[src/rtl/inst_fetch_pkg.sv]
// Shared types and constants for the instruction fetch stage: bus widths,
// reset polarity, the NOP encoding and the buffered fetch entry.
package inst_fetch_pkg;

    typedef logic [15:0] InstAddrBus;
    typedef logic [15:0] InstBus;

    localparam logic   RstEnable = 1'b1;
    localparam InstBus InstNop   = 16'h0000;

    typedef struct packed {
        InstAddrBus pc;
        InstBus     inst;
    } fetch_entry_t;

endpackage

[src/rtl/fetch_fifo.sv]
// Synchronous circular buffer with flush. Push and pop may coincide at any
// occupancy, including full.
module fetch_fifo
    import inst_fetch_pkg::*;
#(
    parameter int DEPTH = 2,
    parameter int WIDTH = 32
) (
    input  logic                         clk,
    input  logic                         rst,
    input  logic                         i_flush,
    input  logic                         i_push,
    input  logic                         i_pop,
    input  logic [WIDTH-1:0]             i_wdata,
    output logic [WIDTH-1:0]             o_rdata,
    output logic                         o_full,
    output logic                         o_empty,
    output logic [$clog2(DEPTH+1)-1:0]   o_count
);

    localparam int AW = (DEPTH > 1) ? $clog2(DEPTH) : 1;
    localparam int CW = $clog2(DEPTH + 1);

    logic [WIDTH-1:0] r_mem [DEPTH];
    logic [AW-1:0]    r_wr_ptr;
    logic [AW-1:0]    r_rd_ptr;
    logic [CW-1:0]    r_count;
    logic             w_push;
    logic             w_pop;

    function automatic logic [AW-1:0] ptr_inc(input logic [AW-1:0] p);
        return (p == AW'(DEPTH - 1)) ? '0 : p + AW'(1);
    endfunction

    assign o_full  = (r_count == CW'(DEPTH));
    assign o_empty = (r_count == '0);
    assign o_count = r_count;
    assign o_rdata = r_mem[r_rd_ptr];

    assign w_pop  = i_pop && !o_empty;
    assign w_push = i_push && (!o_full || w_pop);

    always_ff @(posedge clk) begin
        if (rst == RstEnable || i_flush) begin
            r_wr_ptr <= '0;
            r_rd_ptr <= '0;
            r_count  <= '0;
        end else begin
            if (w_push) r_wr_ptr <= ptr_inc(r_wr_ptr);
            if (w_pop)  r_rd_ptr <= ptr_inc(r_rd_ptr);
            r_count <= r_count + CW'(w_push) - CW'(w_pop);
        end
    end

    // NOTE: storage is deliberately not reset; the pointers and count alone decide validity.
    always_ff @(posedge clk) begin
        if (w_push) r_mem[r_wr_ptr] <= i_wdata;
    end

endmodule

[src/rtl/inst_fetch.sv]
// Instruction fetch stage: owns the PC, issues in-order credit-limited reads
// to instruction memory, and buffers {pc, inst} for decode.
module inst_fetch
    import inst_fetch_pkg::*;
#(
    parameter InstAddrBus RESET_PC   = 16'h0000,
    parameter int         FIFO_DEPTH = 2
) (
    input  logic       clk,
    input  logic       rst,
    output logic       imem_req_valid,
    input  logic       imem_req_ready,
    output InstAddrBus imem_req_addr,
    input  logic       imem_rsp_valid,
    input  InstBus     imem_rsp_data,
    output logic       if_valid,
    input  logic       id_ready,
    output InstAddrBus if_pc,
    output InstBus     if_inst,
    input  logic       redirect,
    input  InstAddrBus redirect_pc
);

    localparam int CW = $clog2(FIFO_DEPTH + 1);
    localparam int SW = CW + 1;

    InstAddrBus    r_pc;
    logic [CW-1:0] r_outstanding;
    logic [CW-1:0] r_discard;

    logic          w_in_rst;
    logic          w_rsp_take;
    logic          w_keep;
    logic          w_pop;
    logic          w_req_fire;
    logic          w_fifo_empty;
    logic          w_fifo_full;
    logic [CW-1:0] w_fifo_count;
    logic [SW-1:0] w_credit_used;
    InstAddrBus    w_pcq_head;
    logic          w_pcq_full;
    logic          w_pcq_empty;
    logic [CW-1:0] w_pcq_count;
    fetch_entry_t  w_push_entry;
    fetch_entry_t  w_head;
    logic          w_unused;

    assign w_in_rst   = (rst == RstEnable);
    assign w_rsp_take = imem_rsp_valid && !w_in_rst && (r_outstanding != '0);
    assign w_keep     = w_rsp_take && !redirect && (r_discard == '0);

    assign if_valid = !w_in_rst && !redirect && !w_fifo_empty;
    assign w_pop    = if_valid && id_ready;
    assign if_pc    = if_valid ? w_head.pc   : '0;
    assign if_inst  = if_valid ? w_head.inst : InstNop;

    // A slot being popped this cycle is free before any new request can return.
    assign w_credit_used  = SW'(r_outstanding) + SW'(w_fifo_count) - SW'(w_pop);
    assign imem_req_valid = !w_in_rst && !redirect && (w_credit_used < SW'(FIFO_DEPTH));
    assign imem_req_addr  = r_pc;
    assign w_req_fire     = imem_req_valid && imem_req_ready;

    assign w_push_entry = '{pc: w_pcq_head, inst: imem_rsp_data};
    assign w_unused     = &{1'b0, w_fifo_full, w_pcq_full, w_pcq_empty, w_pcq_count};

    always_ff @(posedge clk) begin
        if (w_in_rst) begin
            r_pc          <= RESET_PC;
            r_outstanding <= '0;
            r_discard     <= '0;
        end else begin
            if (redirect)        r_pc <= redirect_pc;
            else if (w_req_fire) r_pc <= r_pc + 16'd1;

            r_outstanding <= r_outstanding + CW'(w_req_fire) - CW'(w_rsp_take);

            // Everything still in flight at a redirect is stale, including earlier discards.
            if (redirect)
                r_discard <= r_outstanding - CW'(w_rsp_take);
            else if (w_rsp_take && r_discard != '0)
                r_discard <= r_discard - CW'(1);
        end
    end

    fetch_fifo #(
        .DEPTH (FIFO_DEPTH),
        .WIDTH ($bits(InstAddrBus))
    ) u_pc_queue (
        .clk     (clk),
        .rst     (rst),
        .i_flush (redirect),
        .i_push  (w_req_fire),
        .i_pop   (w_keep),
        .i_wdata (r_pc),
        .o_rdata (w_pcq_head),
        .o_full  (w_pcq_full),
        .o_empty (w_pcq_empty),
        .o_count (w_pcq_count)
    );

    fetch_fifo #(
        .DEPTH (FIFO_DEPTH),
        .WIDTH ($bits(fetch_entry_t))
    ) u_inst_buf (
        .clk     (clk),
        .rst     (rst),
        .i_flush (redirect),
        .i_push  (w_keep),
        .i_pop   (w_pop),
        .i_wdata (w_push_entry),
        .o_rdata (w_head),
        .o_full  (w_fifo_full),
        .o_empty (w_fifo_empty),
        .o_count (w_fifo_count)
    );

    a_no_orphan_rsp: assert property (@(posedge clk) disable iff (w_in_rst)
        !(imem_rsp_valid && r_outstanding == '0));

endmodule
[config.mk]
export PLATFORM = sky130hd
export DESIGN_NAME = inst_fetch
export DESIGN_NICKNAME = d
export VERILOG_FILES = /design/src/rtl/inst_fetch_pkg.sv /design/src/rtl/fetch_fifo.sv /design/src/rtl/inst_fetch.sv
export SDC_FILE = /design/constraint.sdc
export NUM_CORES = 1
export LEC_CHECK = 0
export BUFFER_PORTS_ARGS = -buffer_cell sky130_fd_sc_hd__buf_2
export CAP_MARGIN = 20
export CORE_AREA = 4 4 121 123
export DETAILED_ROUTE_END_ITERATION = 6
export DIE_AREA = 0 0 125 127
export SYNTH_ARGS = -nofsm -noshare
export SYNTH_HDL_FRONTEND = slang
export SYNTH_SLANG_ARGS = --single-unit
[constraint.sdc]
create_clock -name clk -period 3.2 [get_ports clk]
set_input_delay 0.48 -clock clk [delete_from_list [all_inputs] [get_ports clk]]
set_output_delay 0.48 -clock clk [all_outputs]
set_load 0.03 [all_outputs]
==> results.txt <==
The flow ran to the end, and the final reports show no timing, DRC or antenna violations. The cell area that synthesis handed to floorplanning was 0.00533 mm2. The cell sitting at the root of the clock tree is a clkbuf_16. After synthesis, the netlist uses 47 different library cells. Summed over all layers, the global routing overflow is 0. 88 I/O pins were placed.

The tools report the type of destination of the critical path as an output pin. Clock tree synthesis inserted a total of 17 buffers. Registers take 0.00348 mm2. The tool flagged a number of max-cap violations equal to 0. STA classifies the critical path startpoint as a flip-flop.

The run gives 0 as the max-slew violation total from the final report. The synthesized design spends more area on one cell type than any other, namely edfxtp_1. The startpoint of the worst setup timing path is u_inst_buf.o_count[1].

The setup check on the worst reg-to-reg path leaves a slack of 290 ps. The Yosys step of the flow raised 0 warnings. The critical path data arrival time is 2500 ps. For the effective utilization at floorplan, the log shows 0.390.

Sorting the synthesized cells by area gives the leading types as edfxtp_1 54%, dfxtp_1 11%, mux2i_1 6.0%, nor2_1 4.1%, mux2_2 3.4%. The die covers 0.0159 mm2. Broken down by cell family, the worst path's largest delay share belongs to adder cells. Area of combinational cells with multiple inputs: 0.00172 mm2. The via count of the first global-routing pass is 3270, and the post-cts sizing count is 0. The power density over the cells is 589 mW/mm2.

Power comes to 3.93 mW. Along the worst path, the maximum fanout reaches 6. Traced cell by cell, the critical path runs through o211a_1 -> ha_1 -> nand2b_1 -> fa_1 -> xor2_1 -> buf_4 -> and3_1 -> buf_2. Setup repair after global routing left no endpoint under its margin.

For this block, the routed nets add up to 10.3 mm of wire. The global router's overall resource usage is 0.133, and the number of antenna violations at the first check in global routing is 0. The setup path with the least slack is of type flip-flop to output pin. The maximum number of pins on one net before global-route repair was 34.

In this run the critical register-to-register path is launched from u_inst_buf.o_count[1]. The post-synthesis area per instance works out to 13.4 um2. In this run, synthesis inferred 96 flip-flops with an integrated enable.

The first detailed-routing pass took 4 iterations. The number of cell instances on the worst register-to-register path is 13, and the clock edge transition at the registers on the reported setup and hold paths is 60 ps. The number of hold violations in the final report came out at 0. The sum of buffers and inverters on the critical path is 2, and the count of endpoints failing setup in the final report is 0. The post-placement setup slack is -53.1 ps, and the die width is 125 um.

The terminus of the critical flop-to-flop path was r_outstanding[1]. The fraction of the cycle the final worst path needs is 0.933, and the total half-perimeter wirelength after legalization and detailed placement is 7.00 mm. The logs give 2720 ps for the worst path required time and 0.0137 mm2 for the area of the core region. Dividing the detail-routed via count by the number of cells gives 4.89. The instance count of the mapped netlist came out at 397. Synthesis inferred 126 register bits. From bottom edge to top edge, the die measures 127 um.

The count of input and output buffers was 87. The tools report the final antenna diode count as 0. The worst hold path begins at imem_rsp_data[15]. In the final design database the tool counted 552 nets. For this design, the sink count on the clock tree is 126.

The H-tree was split into 4 levels. The peak ir drop on the vdd network came out at 0.363 mV. For the pin with the worst max-slew slack, the measured transition is 713 ps. The run gives 0.335 GHz as the upper clock frequency limit. The static leakage power came out at 2.51 nW. After clock tree synthesis, the flow added hold-fix buffers numbering 0. Across the routed clock network, the largest skew measured is 9.80 ps.

The async set-reset flop share out of synthesis works out to 0. The most used flip-flop cell after synthesis was edfxtp_1. Counting every net in the synthesized netlist gives 447. Setup slack closes at 216 ps. The area growth from synthesis to layout is 25.2%. TritonCTS built the clock tree.

The path type of the worst min-delay path is input port to flip-flop. The run gives 196 as the number of violations reported at the end of detailed-routing iteration 0. The relative max-transition margin was 0.524; the count of cells along the worst hold path was 1. The slowest library cell on the worst path was fa_1. The clock tree buffer depth came out at 2. The end-of-flow core utilization is 0.488. After detailed routing, the average wire length per cell comes to 14.9 um. Routability-driven placement finished with a final weighted congestion of 0.801. The floorplan has 43 rows. The number of filler instances in the final layout is 1229. The sequential cell area fraction in the yosys report came out at 0.654. The first global-routing pass estimated 16.6 mm of wire. Post-CTS timing repair inserted 0 buffers for setup. The end point of the worst hold path was u_inst_buf.r_mem[1][15]. On the worst path, the slowest cell contributes a delay of 410 ps. The via count is 3396. In this run the remaining antenna-violating nets after routing total 0. Fraction of final layout cells with drive strength greater than 1: 0.305.

The top-area cell type share of the netlist area came out at 0.541. The smallest clock period supported by the final layout is computed as 2980 ps. For the worst-skew pair, the clock arrives at the later sink with an insertion delay of 400 ps.

The run gives 0 as the number of remaining DRC errors.
worst max-delay path by stage:
| stage | endpoint | slack, ps | cells past startpoint |
|---|---|---|---|
| global placement | r_outstanding[1] | 80 | 15 |
| CTS | imem_req_valid | 190 | 8 |
| finish | imem_req_valid | 220 | 8 |
| floorplan | r_outstanding[1] | 60 | 14 |
| detailed placement | r_outstanding[1] | -50 | 15 |
| global route | imem_req_valid | 100 | 8 |
Yosys cell counts (5+ instances only):
master and n:
mux2_2 16, a211oi_1 7, nand3_1 5, dfxtp_1 30, nor4_1 5, nor2_1 58, xnor2_1 12, o31ai_1 6
a311oi_1 9, inv_1 17, ha_1 11, or4_1 5, clkbuf_1 16, nand2_1 13, mux2i_1 32, edfxtp_1 96
and2_1 6, a21oi_1 5
sequential cells by signal, summed over array words and instances (netlist names), named ones only:
name and flops:
imem_req_addr 16, r_discard 2, r_outstanding 2, u_inst_buf.o_count 2, u_inst_buf.r_mem 64, u_inst_buf.r_rd_ptr 1
u_inst_buf.r_wr_ptr 1, u_pc_queue.o_count 2, u_pc_queue.r_mem 32, u_pc_queue.r_rd_ptr 1, u_pc_queue.r_wr_ptr 1
where the power goes:
part | switching [mW] | internal [mW] | leakage [nW] | total [mW]
combinational | 0.154 | 0.103 | 1.12 | 0.257
clock | 0.680 | 1.15 | 0.270 | 1.83
sequential | 0.0386 | 1.80 | 1.12 | 1.84
area by class of cell:
class,instances,area share
Multi-Input combinational cell,237,0.258
Clock buffer,19,0.0649
Timing Repair Buffer,102,0.0897
Tap cell,180,0.0338
Inverter,18,0.0101
Sequential cell,126,0.523
Clock inverter,13,0.0210
stage by stage:
| step | cell area [um2] | hold slack [ps] | setup TNS [ps] | cells |
|---|---|---|---|---|
| 2_1_floorplan | 5330 | 458 | 0 | 397 |
| 3_3_place_gp | 6100 | 469 | 0 | 663 |
| 3_5_place_dp | 6100 | 481 | -53.1 | 663 |
| 4_1_cts | 6670 | 241 | 0 | 695 |
| 5_1_grt | 6670 | 245 | 0 | 695 |
| 6_report | 6670 | 265 | 0 | 695 |
worst reg2reg max path, delay by kind of cell (launching register included):
kind / cells / cell delay [ps]
xor gates and xnor gates: 2 / 320
adders and majority gates: 4 / 1230
buffers and inverters: 2 / 140
AOI/OAI and AO/OA: 1 / 240
DFF: 1 / 340
and+or+nand+nor: 4 / 530
layer usage:
layer,global-route usage,share of wire,vias to the layer above
li1,-,-,1698
met1,0.184,0.50,1569
met2,0.199,0.43,119
met3,0.0410,0.064,10
met4,0.0466,0.0074,0
met5,0,0,-
cells in the final DEF, fill, tap and decap left out, drive strengths merged, types with 4 or more instances in the layout:
master / Yosys / final
buf: 0 / 102
edfxtp: 96 / 96
nor2: 59 / 59
mux2i: 32 / 32
dfxtp: 30 / 30
inv: 17 / 19
clkbuf: 16 / 19
mux2: 16 / 16
nand2: 13 / 13
xnor2: 12 / 12
ha: 11 / 11
a311oi: 9 / 9
a211oi: 7 / 7
and2: 6 / 6
o31ai: 6 / 6
clkinv: 1 / 6
nor4: 5 / 5
a21oi: 5 / 5
nand3: 5 / 5
or4: 5 / 5
clkinvlp: 0 / 4
nand4: 4 / 4
cell families (layout without fill, tap and decap cells):
group,Yosys count,count (layout),share of synthesized area
DFF,126,126,0.654
and+or+nand+nor,119,119,0.112
muxes,48,48,0.0939
AOI/OAI and AO/OA,43,43,0.0620
buffers and inverters,34,152,0.0240
xor gates and xnor gates,15,15,0.0247
adders and majority gates,12,12,0.0296
No activity file was read; power rests on OpenSTA's default activity.
